File: config.mk
export PLATFORM = sky130hd
export DESIGN_NAME = bcd2bin_serial_flat
export DESIGN_NICKNAME = d
export VERILOG_FILES = /design/src/rtl/bcd2bin_serial_pkg.sv /design/src/rtl/bcd2bin_serial_if.sv /design/src/rtl/bcd2bin_serial_bcd_adj_sub3.sv /design/src/rtl/bcd2bin_serial.sv /design/src/flat_wrapper.sv
export SDC_FILE = /design/constraint.sdc
export NUM_CORES = 1
export LEC_CHECK = 0
export ABC_CLOCK_PERIOD_IN_PS = 1730
export CELL_PAD_IN_SITES_DETAIL_PLACEMENT = 0
export CELL_PAD_IN_SITES_GLOBAL_PLACEMENT = 2
export CORE_ASPECT_RATIO = 0.6
export CORE_UTILIZATION = 36
export CTS_BUF_LIST = sky130_fd_sc_hd__clkbuf_4
export DETAILED_ROUTE_END_ITERATION = 8
export GPL_ROUTABILITY_DRIVEN = 1
export PLACE_DENSITY_LB_ADDON = 0.15
export SLEW_MARGIN = 40
export SYNTH_ARGS = -nofsm -noshare
export SYNTH_HDL_FRONTEND = slang
export SYNTH_SLANG_ARGS = --single-unit
File: constraint.sdc
create_clock -name clk -period 1.73 [get_ports clk]
set_input_delay 0.173 -clock clk [delete_from_list [all_inputs] [get_ports clk]]
set_output_delay 0.173 -clock clk [all_outputs]
set_load 0.05 [all_outputs]
File: src/rtl/bcd2bin_serial_pkg.sv
// bcd2bin_serial_pkg
// Shared types and helpers for the serial BCD-to-binary converter.
//   state_t  : FSM encoding (ST_IDLE, ST_SHIFT)
//   bcd_w()  : width of the packed BCD input / internal accumulator
//   cnt_w()  : width of the step counter (must reach 4*DIGITS)
package bcd2bin_serial_pkg;

    typedef enum logic [0:0] {
        ST_IDLE  = 1'b0,
        ST_SHIFT = 1'b1
    } state_t;

    localparam int          NIB_W   = 4;
    localparam logic [3:0]  NIB_MAX = 4'd9;

    function automatic int bcd_w(input int digits);
        return NIB_W * digits;
    endfunction

    function automatic int cnt_w(input int digits);
        return $clog2(NIB_W * digits + 1);
    endfunction

endpackage

File: src/rtl/bcd2bin_serial_if.sv
// bcd2bin_serial_if
// Handshake/data bundle between digit-entry logic and the converter.
//   start     : request a conversion (master -> slave)
//   bcd_in    : packed BCD digits, most significant digit in top nibble
//   busy      : conversion in progress
//   done      : one-cycle result-valid pulse
//   bin_out   : low BIN_W bits of the converted value
//   ovf       : converted value does not fit in BIN_W bits
//   err_digit : a captured nibble was not a decimal digit
interface bcd2bin_serial_if #(
    parameter int DIGITS = 3,
    parameter int BIN_W  = 8
);
    logic                  start;
    logic [4*DIGITS-1:0]   bcd_in;
    logic                  busy;
    logic                  done;
    logic [BIN_W-1:0]      bin_out;
    logic                  ovf;
    logic                  err_digit;

    modport master (
        output start, bcd_in,
        input  busy, done, bin_out, ovf, err_digit
    );

    modport slave (
        input  start, bcd_in,
        output busy, done, bin_out, ovf, err_digit
    );
endinterface

File: src/rtl/bcd2bin_serial_bcd_adj_sub3.sv
// bcd_adj_sub3
// Combinational correction cell for reverse double-dabble: after a right
// shift, a BCD digit >= 8 has received a borrowed "8" that should have been
// a "5" (half of ten), so subtract 3.
//   din  : shifted BCD digit
//   dout : corrected digit
module bcd_adj_sub3 (
    input  logic [3:0] din,
    output logic [3:0] dout
);
    // din >= 8 guarantees no wrap on the subtraction
    assign dout = (din >= 4'd8) ? (din - 4'd3) : din;
endmodule

File: src/rtl/bcd2bin_serial.sv
// bcd2bin_serial
// Sequential BCD-to-binary converter, one bit per clock (reverse
// double-dabble). A valid conversion takes 4*DIGITS clocks from the accepting
// edge; an invalid digit set is rejected in one clock with err_digit.
//   clk   : system clock, rising edge
//   rst_n : asynchronous active-low reset
//   bus   : slave side of bcd2bin_serial_if (start/bcd_in in,
//           busy/done/bin_out/ovf/err_digit out)
module bcd2bin_serial
    import bcd2bin_serial_pkg::*;
#(
    parameter int DIGITS = 3,
    parameter int BIN_W  = 8
) (
    input  logic              clk,
    input  logic              rst_n,
    bcd2bin_serial_if.slave   bus
);
    localparam int BCD_W = bcd_w(DIGITS);
    localparam int CNT_W = cnt_w(DIGITS);
    localparam logic [CNT_W-1:0] LAST_STEP = CNT_W'(BCD_W - 1);

    state_t               state_q, state_d;
    logic [BCD_W-1:0]     bcd_q, bcd_d;
    logic [BCD_W-1:0]     acc_q, acc_d;
    logic [CNT_W-1:0]     cnt_q, cnt_d;
    logic [BIN_W-1:0]     bin_q, bin_d;
    logic                 ovf_q, ovf_d;
    logic                 err_q, err_d;
    logic                 done_q, done_d;

    logic [BCD_W-1:0]     bcd_shr, bcd_adj, acc_shr;
    logic [DIGITS-1:0]    nib_bad;
    logic                 any_bad;
    logic [BIN_W-1:0]     acc_lo;
    logic                 acc_ovf;

    // {bcd, acc} >> 1 : BCD LSB drops into the accumulator MSB
    assign bcd_shr = {1'b0, bcd_q[BCD_W-1:1]};
    assign acc_shr = {bcd_q[0], acc_q[BCD_W-1:1]};

    for (genvar d = 0; d < DIGITS; d++) begin : g_dig
        bcd_adj_sub3 u_adj (
            .din  (bcd_shr[NIB_W*d +: NIB_W]),
            .dout (bcd_adj[NIB_W*d +: NIB_W])
        );
        assign nib_bad[d] = bus.bcd_in[NIB_W*d +: NIB_W] > NIB_MAX;
    end

    assign any_bad = |nib_bad;

    // Result is taken from the post-shift accumulator of the final step
    if (BIN_W < BCD_W) begin : g_trunc
        assign acc_lo  = acc_shr[BIN_W-1:0];
        assign acc_ovf = |acc_shr[BCD_W-1:BIN_W];
    end else begin : g_fit
        assign acc_lo  = BIN_W'(acc_shr);
        assign acc_ovf = 1'b0;
    end

    always_ff @(posedge clk or negedge rst_n) begin
        if (!rst_n) begin
            state_q <= ST_IDLE;
            bcd_q   <= '0;
            acc_q   <= '0;
            cnt_q   <= '0;
            bin_q   <= '0;
            ovf_q   <= 1'b0;
            err_q   <= 1'b0;
            done_q  <= 1'b0;
        end else begin
            state_q <= state_d;
            bcd_q   <= bcd_d;
            acc_q   <= acc_d;
            cnt_q   <= cnt_d;
            bin_q   <= bin_d;
            ovf_q   <= ovf_d;
            err_q   <= err_d;
            done_q  <= done_d;
        end
    end

    always_comb begin
        state_d = state_q;
        bcd_d   = bcd_q;
        acc_d   = acc_q;
        cnt_d   = cnt_q;
        bin_d   = bin_q;
        ovf_d   = ovf_q;
        err_d   = err_q;
        done_d  = 1'b0;
        case (state_q)
            ST_IDLE: begin
                if (bus.start) begin
                    if (any_bad) begin
                        // reject immediately; result fields reflect the error
                        done_d = 1'b1;
                        err_d  = 1'b1;
                        bin_d  = '0;
                        ovf_d  = 1'b0;
                    end else begin
                        bcd_d   = bus.bcd_in;
                        acc_d   = '0;
                        cnt_d   = '0;
                        state_d = ST_SHIFT;
                    end
                end
            end
            ST_SHIFT: begin
                bcd_d = bcd_adj;
                acc_d = acc_shr;
                cnt_d = cnt_q + CNT_W'(1);
                if (cnt_q == LAST_STEP) begin
                    bin_d   = acc_lo;
                    ovf_d   = acc_ovf;
                    err_d   = 1'b0;
                    done_d  = 1'b1;
                    state_d = ST_IDLE;
                end
            end
            default: state_d = ST_IDLE;
        endcase
    end

    assign bus.busy      = (state_q == ST_SHIFT);
    assign bus.done      = done_q;
    assign bus.bin_out   = bin_q;
    assign bus.ovf       = ovf_q;
    assign bus.err_digit = err_q;

endmodule

File: src/flat_wrapper.sv
// flat-port wrapper written by rule: the top's interface ports become plain ports
module bcd2bin_serial_flat import bcd2bin_serial_pkg::*;
#(
    parameter int DIGITS = 3,
    parameter int BIN_W  = 8
)
  (clk, rst_n, bus_start, bus_bcd_in, bus_busy, bus_done, bus_bin_out, bus_ovf, bus_err_digit);
  bcd2bin_serial_if #(.DIGITS(DIGITS), .BIN_W(BIN_W)) bus_i ();
  input  logic clk;
  input  logic rst_n;
  input wire logic [$bits(bus_i.start)-1:0] bus_start;
  input wire logic [$bits(bus_i.bcd_in)-1:0] bus_bcd_in;
  output wire logic [$bits(bus_i.busy)-1:0] bus_busy;
  output wire logic [$bits(bus_i.done)-1:0] bus_done;
  output wire logic [$bits(bus_i.bin_out)-1:0] bus_bin_out;
  output wire logic [$bits(bus_i.ovf)-1:0] bus_ovf;
  output wire logic [$bits(bus_i.err_digit)-1:0] bus_err_digit;
  assign bus_i.start = bus_start;
  assign bus_i.bcd_in = bus_bcd_in;
  assign bus_busy = bus_i.busy;
  assign bus_done = bus_i.done;
  assign bus_bin_out = bus_i.bin_out;
  assign bus_ovf = bus_i.ovf;
  assign bus_err_digit = bus_i.err_digit;
  bcd2bin_serial #(.DIGITS(DIGITS), .BIN_W(BIN_W)) u_core (.clk(clk), .rst_n(rst_n), .bus(bus_i));
endmodule
Word-level counts from Yosys, hierarchy flattened
Index checks and enable logic that the tools add are counted.
Widths: inputs -> output; s select.

word-level totals
  bits in registers = 40
  bits of input ports = 15

operators by class
  $add $sub $neg = 4
  order comparisons = 6
  bitwise logic cells = 1
  reduce and logical (&&, ||, !) cells = 4
  muxes and demuxes = 32
  equal/unequal tests = 5

operators with widths
  cell                 count
  $mux 12              4
  $pmux 12 s2          2
  $mux 8               3
  $mux 4               5
  $pmux 8 s2           1
  $gt 4x4->1 const B   3
  $mux 1               12
  $ge 4x4->1 const B   2
  $pmux 1 s2           4
  $pmux 4 s2           1
  $sub 4x2->4 const B  2
  $ne 2x2->1 const B   3
  $add 4x1->4 const B  1
  $eq 4x4->1 const B   1
  $ge 3x4->1 const B   1
  $reduce_or 4->1      1
  $sub 3x2->4 const B  1
  $reduce_and 3->1     1
  $reduce_or 3->1      1
  $ne 2x1->1 const B   1
  $reduce_and 2->1     1
  $not 1->1            1

Depth between registers and ports, before layout
  depth after elaboration = 5
  gate-level depth with buffers = 6

Cells and area by module
From an unflattened synthesis, not the netlist that was laid out.

unflattened totals
  cells, all modules = 227
  area, all modules = 2138.3 um2

modules (own cells, without submodules)
  module          area each (um2)  cells each  instances
  bcd2bin_serial  1909.3           194         1
  bcd_adj_sub3    76.3             11          3

Worst setup path after synthesis
No wires, ideal clock.

  kind = register -> register
  from = register u_core.state_q (netlist: u_core.bus.busy)
  to = register u_core.bcd_q[4]
  setup slack = -0.024 ns
  buffers on the path = 2
  arrival = 1.629 ns
  stages on the path, launching flop included = 6
  cell sequence = dfrtp_1 buf_6 nand2b_1 nand4b_1 buf_6 mux2_4

on the way
  cells in the longest elaborated chain, start to end = 3
  elaborated cells between the ends (all ways) = 5
  those cells by class = eq/ne (2); mux (1); bitwise (1); reduce/logical (1)

ends and longest elaborated chain
  item                        line                  text
  start: declaration          bcd2bin_serial.sv:23  state_t state_q, state_d;
  start signal: assignment    bcd2bin_serial.sv:72  state_q <= state_d;
  $not 1->1                   n/a
  $ne 2x2->1 (no line)        n/a
  $reduce_and 2->1 (no line)  n/a
  end signal: assignment      bcd2bin_serial.sv:64  bcd_q <= '0;
  end signal: assignment      bcd2bin_serial.sv:73  bcd_q <= bcd_d;
  end: declaration            bcd2bin_serial.sv:24  logic [BCD_W-1:0] bcd_q, bcd_d;

Parallel ways exist; a longest one is shown, timed or not.
A chain may end at the register's enable or synchronous reset.

Final worst setup path
  from = register u_core.done_q (netlist: u_core.bus.done)
  to = output port bus_done

RTL lines
  item                      line                  text
  start: declaration        bcd2bin_serial.sv:30  logic done_q, done_d;
  start signal: assignment  bcd2bin_serial.sv:79  done_q <= done_d;
  end: declaration          flat_wrapper.sv:14    output wire logic [$bits(bus_i.done)-1:0] bus_done;

No word-level cell between the ends.

==> run metrics <==
wire length per cell=13.8 µm; PortBufs=26; Yosys reg bits=39; CP startpoint kind=flop; final WL=3790 µm; Total Power=0.00419 W; skew final=0.00653 ns; largest area contributor in the netlist=dfrtp_1; fin crit period=1.65 ns; First DRT Iteration DRCs=60; global-route wire length before repair=6240 µm; Max Cap Viol=0; Setup Viol. Count Final=0; status=completed; clock sink count=39; Worst-Margin Slew=0.510 ns; final non-filler cell total=275; hold_ws=0.243 ns; max-slew violation count=0; Final Hold Viols=0; post-placement cell count=266; core area=4730 µm²; Root Driver=clkbuf_4; FFs w/ async S/R, synth=100%; required time of the critical path=1.56 ns; Peak Freq=608 MHz; DP Wirelength=2780 µm; Setup crit end kind=primary output; commonest non-fill, non-tap cell in the layout=dfrtp_1; PD cells=1790 nW/µm²; Mean Syn Cell Area=10.5 µm²; crit path cell chain=clkdlybuf4s50_1; vias in the first global route=1249; worst IR drop on VDD=0.661 mV; Netlist cell types=35; Post-synth EDFFs=0; Slew headroom=66.0%; share of the synthesized area in the top cell type=53.4%; Die Y=57.2 µm; Max stage delay on crit path=0.79 ns; Overflow after GRT=0; critical path peak fanout=1; Vias=1329; CP top delay family=buffers and inverters; post-route clock period utilization=95.1%; Num CTS Buffers=5; initial antenna violation count=0; clock tree buffer depth=2; RePlAce Congestion=0.849; Worst path slowest cell=clkdlybuf4s50_1; Clk Latency, worst-skew pair=0.34 ns; DR DRC count=0; TNS Setup=0 ns; worst hold path type=in2async; antenna viol nets, final=0; Initial Util=38.7%; Vias/cell=4.83; Mapped Cells=174; diode count=0; Leak Pwr=1.21 nW; CP Buf/Inv Count=1; unrepaired setup endpoints after global routing=false; ys flop type=dfrtp_1; synthesized area=1830 µm²; CP Class=reg2out; CTS HTree Levels=2; Crit path arrival time=1.47 ns; nets=231; layout cells sized above 1=16.5%; Area Growth Syn to Fin=28.0%; row cnt=19; CTS tree=built; dominant cells by area after synthesis=dfrtp_1 53%, nand2_1 6.2%, mux2i_1 6.0%, o21ai_0 4.1%, ha_1 3.4%; total track usage=15.4%; largest net degree at the start of global routing=38; io pins=27; Pre-antenna DRT Iters=4; Syn. warnings=0; sequential area share after synthesis=53.4%; Worst-path clk slew=0.12 ns; Die W=94.0 µm; Syn Nets=194; die area=5380 µm²; most frequent cells in the layout=38 x dfrtp_1, 30 x nand2_1, 15 x o21ai_0
flip-flops by register name, summed over array words and instances (netlist names):
name and cells:
u_core.bus.bin_out 8, u_core.cnt_q 4, u_core.acc_q 11, u_core.bus.busy 1, u_core.bus.ovf 1, u_core.bus.err_digit 1, u_core.bcd_q 12, u_core.bus.done 1
layout make-up:
class	instances	area, µm²
fill	432	2390
timing repair buffer	39	380
multi-input combinational	118	771
sequential	39	977
inverter	8	30.0
clock inverter	2	60.1
clock buffer	6	45.0
tap	63	78.8
logic make-up after synthesis:
group                    synth area share (%)
XOR/XNOR                                 2.39
flip-flops                               53.4
adder cells (fa/ha/maj)                  3.42
buffers and inverters                    4.51
AND/OR/NAND/NOR                          13.5
AO/OA/AOI/OAI                            14.7
multiplexers                             8.07
cells in the mapped netlist (2+ instances only):
| cell type | number |
|---|---|
| dfrtp_1 | 39 |
| nand2_1 | 30 |
| o21ai_0 | 15 |
| nor2_1 | 12 |
| mux2i_1 | 11 |
| a21oi_1 | 8 |
| inv_1 | 8 |
| a22o_1 | 6 |
| ha_1 | 5 |
| clkbuf_1 | 4 |
| xnor2_1 | 4 |
| buf_2 | 3 |
| o21ai_2 | 3 |
| a221o_1 | 2 |
| a31oi_1 | 2 |
| buf_6 | 2 |
| mux2_2 | 2 |
final timing paths:
kind                            cells past startpoint  slack (ns)               endpoint                   from
min in group clk                                    3        0.41        u_core.bcd_q[8]          bus_bcd_in[8]
max in group asynchronous                           3        0.95        u_core.acc_q[5]                  rst_n
worst min-delay path                                2        0.24  u_core.bus.bin_out[0]                  rst_n
worst max register to register                      4        0.20        u_core.bcd_q[4]        u_core.bus.busy
worst max-delay path                                1        0.08               bus_done        u_core.bus.done
worst min register to register                      1        0.51  u_core.bus.bin_out[3]  u_core.bus.bin_out[3]
layer usage:
| metal | up-vias | global-route usage (%) | share of wire (%) |
|---|---|---|---|
| met5 | - | 0 | 0 |
| met4 | 0 | 4.62 | 0.58 |
| met3 | 2 | 4.27 | 4.4 |
| met2 | 28 | 19.8 | 38 |
| met1 | 625 | 24.7 | 57 |
| li1 | 674 | - | - |
repair_timing:
| item | CTS | global route |
|---|---|---|
| buffers inserted | 0 | 0 |
| gates resized for setup | 0 | 8 |
| hold endpoints to repair | 13 | 0 |
| endpoints found under the setup margin | 0 | 8 |
| hold buffers | 1 | 0 |
per-stage QoR:
stage | util [%] | setup WS [ns] | instance area [µm²]
after global routing | 49.5 | 0.0108 | 2340
after floorplan | - | 0.0734 | 1830
after global placement | 46.7 | 0.0507 | 2210
after CTS | 49.1 | 0.0176 | 2320
final | 49.5 | 0.0848 | 2340
after detailed placement | 46.7 | 0.00462 | 2210
report_power, final:
part | total, W | internal [W] | leakage, nW | switching, W
Clock | 0.000767 | 0.000467 | 0.0559 | 0.000300
Sequential | 0.00165 | 0.00130 | 0.501 | 0.000351
Combinational | 0.00177 | 0.000783 | 0.657 | 0.000991
Power figures use the tool's default switching activity.
